<file path="src/rtl/div_ctrl.sv">
`default_nettype none
// ============================================================================
// Module   : div_ctrl
// Purpose  : Execute-stage controller for an iterative DATA_W-bit divider.
//            Latches a DIV/DIVU/REM/REMU request and holds the divider start
//            handshake while the divide runs. Stalls the pipeline for the
//            duration, and aborts into a drain state on flush. Completes with
//            a one-cycle register write-back of the quotient or remainder.
// Ports    : clk, rst          - clock, synchronous active-high reset
//            req_i, op_i        - divide request and funct3 (op_i[2] = divide class)
//            dividend_i, divisor_i, reg_waddr_i - rs1, rs2, rd
//            flush_i            - cancels the in-flight instruction
//            div_start_o        - divider start, held while running
//            div_dividend_o, div_divisor_o, div_op_o, div_reg_waddr_o
//                               - latched operands presented to the divider
//            div_ready_i, div_result_i ({rem, quo}), div_busy_i - divider status
//            stall_o            - pipeline hold
//            wb_we_o, wb_waddr_o, wb_wdata_o - write-back port
// Options  : `define DIV_RESULT_CACHE_EN to keep the last completed result.
//            A request whose keys match that result exactly is answered
//            without starting the divider.
// Revision : 1.0 - initial release
// ============================================================================
module div_ctrl #(
    parameter int DATA_W = 32,
    parameter int ADDR_W = 5
) (
    input  logic                  clk,
    input  logic                  rst,
    input  logic                  req_i,
    input  logic [2:0]            op_i,
    input  logic [DATA_W-1:0]     dividend_i,
    input  logic [DATA_W-1:0]     divisor_i,
    input  logic [ADDR_W-1:0]     reg_waddr_i,
    input  logic                  flush_i,
    output logic                  div_start_o,
    output logic [DATA_W-1:0]     div_dividend_o,
    output logic [DATA_W-1:0]     div_divisor_o,
    output logic [2:0]            div_op_o,
    output logic [ADDR_W-1:0]     div_reg_waddr_o,
    input  logic                  div_ready_i,
    input  logic [2*DATA_W-1:0]   div_result_i,
    input  logic                  div_busy_i,
    output logic                  stall_o,
    output logic                  wb_we_o,
    output logic [ADDR_W-1:0]     wb_waddr_o,
    output logic [DATA_W-1:0]     wb_wdata_o
);

    typedef enum logic [1:0] {
        S_IDLE  = 2'd0,
        S_RUN   = 2'd1,
        S_DRAIN = 2'd2
    } state_t;

    state_t              r_state;
    state_t              w_state_nxt;
    logic                w_req_ok;
    logic                w_hit;
    logic [DATA_W-1:0]   w_hit_data;
    logic                w_launch;
    logic                w_hit_wb;
    logic                w_done;
    logic [DATA_W-1:0]   w_res_sel;

    // op[1] distinguishes REM/REMU (upper half) from DIV/DIVU (lower half).
    assign w_req_ok  = req_i && op_i[2] && !flush_i;
    assign w_res_sel = div_op_o[1] ? div_result_i[2*DATA_W-1:DATA_W]
                                   : div_result_i[DATA_W-1:0];

`ifdef DIV_RESULT_CACHE_EN
    logic                r_c_valid;
    logic [DATA_W-1:0]   r_c_dividend;
    logic [DATA_W-1:0]   r_c_divisor;
    logic [2:0]          r_c_op;
    logic [2*DATA_W-1:0] r_c_result;

    assign w_hit = r_c_valid && (dividend_i == r_c_dividend)
                             && (divisor_i  == r_c_divisor)
                             && (op_i       == r_c_op);
    assign w_hit_data = op_i[1] ? r_c_result[2*DATA_W-1:DATA_W]
                                : r_c_result[DATA_W-1:0];

    // Only results that were actually written back are remembered.
    always_ff @(posedge clk) begin
        if (rst) begin
            r_c_valid    <= 1'b0;
            r_c_dividend <= '0;
            r_c_divisor  <= '0;
            r_c_op       <= '0;
            r_c_result   <= '0;
        end else if (w_done) begin
            r_c_valid    <= 1'b1;
            r_c_dividend <= div_dividend_o;
            r_c_divisor  <= div_divisor_o;
            r_c_op       <= div_op_o;
            r_c_result   <= div_result_i;
        end
    end
`else
    assign w_hit      = 1'b0;
    assign w_hit_data = '0;
`endif

    assign w_launch = (r_state == S_IDLE) && w_req_ok && !w_hit;
    assign w_hit_wb = (r_state == S_IDLE) && w_req_ok &&  w_hit;
    // Flush beats a coincident ready: that result is dropped.
    assign w_done   = (r_state == S_RUN) && div_ready_i && !flush_i;

    always_ff @(posedge clk) begin
        if (rst) begin
            r_state <= S_IDLE;
        end else begin
            r_state <= w_state_nxt;
        end
    end

    always_comb begin
        w_state_nxt = r_state;
        div_start_o = 1'b0;
        stall_o     = 1'b0;
        case (r_state)
            S_IDLE: begin
                stall_o = w_launch;
                if (w_launch) begin
                    w_state_nxt = S_RUN;
                end
            end
            S_RUN: begin
                // Drop start in the ready cycle so the divider cannot retrigger.
                div_start_o = !div_ready_i;
                stall_o     = 1'b1;
                if (flush_i) begin
                    w_state_nxt = S_DRAIN;
                end else if (div_ready_i) begin
                    w_state_nxt = S_IDLE;
                end
            end
            S_DRAIN: begin
                // An aborted divider still pulses ready (zero result); only
                // busy going low means it is safe to accept new work.
                stall_o = 1'b1;
                if (!div_busy_i) begin
                    w_state_nxt = S_IDLE;
                end
            end
            default: begin
                w_state_nxt = S_IDLE;
            end
        endcase
    end

    always_ff @(posedge clk) begin
        if (rst) begin
            div_dividend_o  <= '0;
            div_divisor_o   <= '0;
            div_op_o        <= '0;
            div_reg_waddr_o <= '0;
            wb_we_o         <= 1'b0;
            wb_waddr_o      <= '0;
            wb_wdata_o      <= '0;
        end else begin
            if (w_launch) begin
                div_dividend_o  <= dividend_i;
                div_divisor_o   <= divisor_i;
                div_op_o        <= op_i;
                div_reg_waddr_o <= reg_waddr_i;
            end
            wb_we_o <= w_done || w_hit_wb;
            if (w_done) begin
                wb_waddr_o <= div_reg_waddr_o;
                wb_wdata_o <= w_res_sel;
            end else if (w_hit_wb) begin
                wb_waddr_o <= reg_waddr_i;
                wb_wdata_o <= w_hit_data;
            end
        end
    end

endmodule
`default_nettype wire

</file>
<file path="config.mk">
export PLATFORM = sky130hd
export DESIGN_NAME = div_ctrl
export DESIGN_NICKNAME = d
export VERILOG_FILES = /design/src/rtl/div_ctrl.sv
export SDC_FILE = /design/constraint.sdc
export NUM_CORES = 1
export LEC_CHECK = 0
export BUFFER_PORTS_ARGS = -buffer_cell sky130_fd_sc_hd__buf_2
export CAP_MARGIN = 20
export CELL_PAD_IN_SITES_DETAIL_PLACEMENT = 1
export CELL_PAD_IN_SITES_GLOBAL_PLACEMENT = 2
export CORE_ASPECT_RATIO = 0.75
export CORE_MARGIN = 2
export CORE_UTILIZATION = 21
export DETAILED_ROUTE_END_ITERATION = 8
export GPL_TIMING_DRIVEN = 1
export PLACE_DENSITY = 0.82
export SLEW_MARGIN = 20
export SYNTH_ARGS = -nofsm -noshare
export SYNTH_HDL_FRONTEND = slang
export SYNTH_SLANG_ARGS = --single-unit
</file>
<file path="constraint.sdc">
create_clock -name clk -period 1.28 [get_ports clk]
set_input_delay 0.192 -clock clk [delete_from_list [all_inputs] [get_ports clk]]
set_output_delay 0.192 -clock clk [all_outputs]
set_load 0.05 [all_outputs]
</file>
Word level (Yosys, flattened, before mapping)
Index checks and enable logic that the tools add are counted.
{"block": "op_classes", "eq_ne": 5, "n_mux": 8, "reduce_logical": 10}
{"op": "two-way mux 32 bit", "n": 1}
{"op": "two-way mux 2 bit", "n": 4}
{"op": "case mux 2 bit (3 select lines)", "n": 1}
{"op": "logical AND 1 bit", "n": 5}
{"op": "inequality test 2 bit, second input constant", "n": 2}
{"op": "inequality test 3 bit, second input constant", "n": 1}
{"op": "AND reduction 3 bit", "n": 1}
{"op": "equality test 2 x 1 -> 1 bit, second input constant", "n": 1}
{"op": "equality test 2 bit, second input constant", "n": 1}
{"op": "zero test 1 bit", "n": 2}
{"op": "zero test 2 bit", "n": 1}
{"op": "case mux 1 bit (2 select lines)", "n": 1}
{"op": "OR reduction 2 bit", "n": 1}
{"op": "two-way mux 1 bit", "n": 1}
{"block": "totals", "ff_bits": 112, "in_bits": 142, "output_inout_bits": 112, "elab_cells": 31}

Longest topological paths before layout
{"block": "logic_depth", "word_depth": 5, "mapped_depth": 7, "mapped_depth_nobuf": 5}

Worst setup path after synthesis
Ideal clock, no wire load.
{"block": "synth_path", "path_kind": "reg2out", "from": "register r_state[0]", "to": "output stall_o", "arrival_ps": 1748, "required_time_ps": 1088, "slack_ps": -660, "stages_incl_launch_ff": 8, "n_path_buf": 2, "path_cell_list": "dfxtp_1 > inv_1 > ha_1 > and4b_1 > buf_4 > buf_2 > nor2_1 > nor2_1"}
{"block": "synth_between", "elab_chain_cells": 3, "word_cells_on_any_way": 6, "cone_classes": "eq/ne (2); mux (1); reduce/logical (3)"}
{"item": "start: declaration", "line_no": "56", "rtl": "state_t r_state;"}
{"item": "start signal: assignment", "line_no": "114", "rtl": "r_state <= w_state_nxt;"}
{"item": "equality test 2 x 1 -> 1 bit (tied with other cells)", "line_no": "122", "rtl": "case (r_state)"}
{"item": "OR reduction 2 bit (no source line) / logical AND 1 bit (equally long branches)"}
{"item": "case mux 1 bit (2 select lines) *", "line_no": "122"}
{"item": "end: declaration", "line_no": "44", "rtl": "output logic stall_o,"}
Every way passes the cells marked *; elsewhere a longest branch is shown, timed or not.

Final worst setup path
Same ends and word-level chain as after synthesis.

==> impl_results.md <==
* Post-synth ARST share at 0%
* Synth Register Bits at 112
* Syn Nets at about 650
* Post-synth EDFFs at 0
* CP Max Fanout at 3
* Setup CP Type: flip-flop to output pin
* Worst reg2reg setup slack at -0.30 ns
* # Max-Cap Violations at 0
* Core area at ~0.020 mm²
* Slew Limit Headroom at 79.82%
* Worst R2R Path Depth at 9
* Clk root buf: clkbuf_16
* Drt pass-1 iters at 4
* Count leader, synth: nand2_1
* Pin count of the biggest net entering global routing at between 40 and 50
* Warnings, synthesis at 0
* Worst r2r dst: div_dividend_o[15]
* P_leak at about 3.2 nW
* Vias in the first global route at approximately 4700
* Final wirelength at 16.50 mm
* Hold Path Class: primary input to flip-flop
* Setup Skew at about 0.011 ns
* H-tree lvl count at 3
* DR vias at 4510
* Worst r2r src: r_state[0]
* Layout cells sized above 1 at 55.51%
* Worst Slack Setup Final at -0.3455 ns
* GR Overflow Total at 0
* VDD IR-drop max at between 0.6 and 0.7 mV
* CTS tree: done
* Final hold viol count at 0
* Top-level I/O count at approximately 250
* Post-DRT Antenna Nets at 0
* Data arrival, critical path at around 1.4 ns
* Number of core rows at between 40 and 50
* Overall die height at around 130 µm
* Unique masters post-synth at 24
* Worst EP required at 1.09 ns
* Power per standard cell area at between 1000 and 1500 mW/mm²
* First-pass GRT wire length at around 26 mm
* Inserted Clock Buffers at 9
* Final net count at 930
* Seq/Total Area, Yosys at 51.79%
* Worst-skew pair later-pin latency at 0.36 ns
* Pre-CTS setup slack at -0.1656 ns
* Final Cycle Share at 127.0%
* DR iter-0 viols at between 100 and 150
* RSZ-0062 raised after global routing: yes
* Status: finished, violations left
* Measured slew at the worst slew-check pin at between 0.3 and 0.4 ns
* Hold_ws at between 0.06 and 0.07 ns
* Post-synth top area cell: dfxtp_1
* Final Max Slew Viols at 0
* Clk slew on worst S/H paths at 0.08 ns
* Peak Freq at between 0.6 and 0.7 GHz
* Hold path startpoint: divisor_i[0]
* Top_reg_cell synth: dfxtp_1
* Total track usage at between 15 and 20%
* Critical path endpoint category: output pin
* Die area at 0.02179 mm²
* Yosys top cell area share at 51.79%
* Syn avg cell area at ~8.6 µm²
* CTS Sinks at around 110
* Synth top area cells: dfxtp_1, nand2_1, a21oi_1
* Max clock buf depth at 2
* Final HPWL DP at 10.89 mm
* Area Growth Syn to Fin at 71.45%
* Post-route DRC at 0
* Gpl congestion at around 0.7
* Mapped Cells at 501
* Final setup violation count at approximately 110
* Chip width at about 170 µm
* Crit path time final at roughly 1.6 ns
* Post-Syn Area at between 0.004 and 0.005 mm²
* I/O Buffers at about 250
* Hold Path End: div_divisor_o[0]
* Starting Density at between 20 and 25%
* Initial antenna violation count at 2
* Routed length per instance at 15.75 µm
* Crit start category: flip-flop
* Synth cell count leaders: nand2_1, dfxtp_1, a21oi_1
* Vias per cell at ~4.3
* Failing checks: negative setup slack
* Hold path depth at 3
-- sequential cells by signal, summed over array words and instances (netlist names) --
register,count
div_reg_waddr_o,5
div_op_o,3
wb_waddr_o,5
wb_wdata_o,32
r_state,2
wb_we_o,1
div_divisor_o,32
div_dividend_o,32
-- metal layers --
metal  GRT usage [%]  wire length (µm)  part of all wire [%]
met1           19.40              7548                    46
met3           5.291              1256                   7.6
met5               0                11                 0.067
met2           24.18              7340                    44
met4           4.927               348                   2.1
-- worst max-delay path by stage --
| stage | startpoint | to | slack (ns) |
|---|---|---|---|
| 2_1_floorplan | r_state[1] | stall_o | -0.18 |
| 3_3_place_gp | r_state[0] | r_state[0] | -0.16 |
| 3_5_place_dp | r_state[0] | div_divisor_o[16] | -0.17 |
| 4_1_cts | r_state[0] | stall_o | -0.36 |
| 5_1_grt | r_state[0] | div_dividend_o[15] | -0.42 |
| 6_report | r_state[0] | stall_o | -0.35 |
-- per-stage QoR --
stage                     power [mW]  area (µm²)  TNS [ns]  cells  util [%]
after floorplan                4.414        4372    -2.113    501         -
after global placement         4.885        6075    -7.588    998     30.05
after CTS                      8.211        7283    -26.20   1046     36.03
after detailed placement       4.899        6075    -11.91    998     30.05
after global routing           8.465        7422    -35.21   1048     36.72
final                          8.091        7422    -23.34   1048     36.72
-- repair_timing --
item | in CTS | in global routing
gates cloned | 15 | 0
hold endpoints to repair | 0 | 0
endpoints found under the setup margin | 114 | 116
resized for setup | 83 | 53
setup buffers | 17 | 4
hold buffers | 0 | 0
pin swaps | 12 | 12
-- cell type report --
cell class	count	area [µm²]
diodes	1	2.502
clock buffers	11	252.7
clock inverters	5	62.56
fillers	2412	12790
inverters	2	10.01
multi-input cells	346	2245
flip-flops and latches	112	2248
well taps	258	322.8
repair buffers	313	2278
-- layout by cell type, fill, tap and decap left out, types with 2 or more instances in the layout --
master	instances
nand2_2	41
ha_1	2
nand2_4	11
nand2_1	100
a211oi_1	6
ha_4	2
bufbuf_16	2
buf_16	9
buf_2	247
buf_6	9
nand3b_1	3
mux2i_1	33
a21oi_1	60
a211oi_2	26
clkbuf_16	9
clkbuf_8	2
inv_4	2
clkinv_4	2
dfxtp_2	2
nor2_1	34
a21oi_2	16
buf_12	22
nor2_4	2
dfxtp_1	109
buf_4	22
-- where the power goes --
group,switching (mW),internal [mW],total [mW]
logic,0.843,0.573,1.42
registers,0.0637,3.58,3.65
clock network,1.38,1.65,3.03
-- cells by family (layout without fill, tap and decap cells) --
logic type	count (synthesis)	in the layout	synth area share, %
other	0	1	0
and+or+nand+nor	198	198	18.01
muxes	33	33	7.630
buffers and inverters	43	331	5.289
AOI/OAI and AO/OA	111	111	16.13
adders and majority gates	4	4	1.156
DFF	112	112	51.79
-- worst max-delay path: stages, from the launching register on --
cell and delay (ns):
dfxtp_2 0.36, inv_2 0.05, ha_4 0.15, and4b_2 0.23, nor2_4 0.11, nor2_4 0.04
buf_12 0.14
Note: power is estimated with default switching activity, not from simulation.
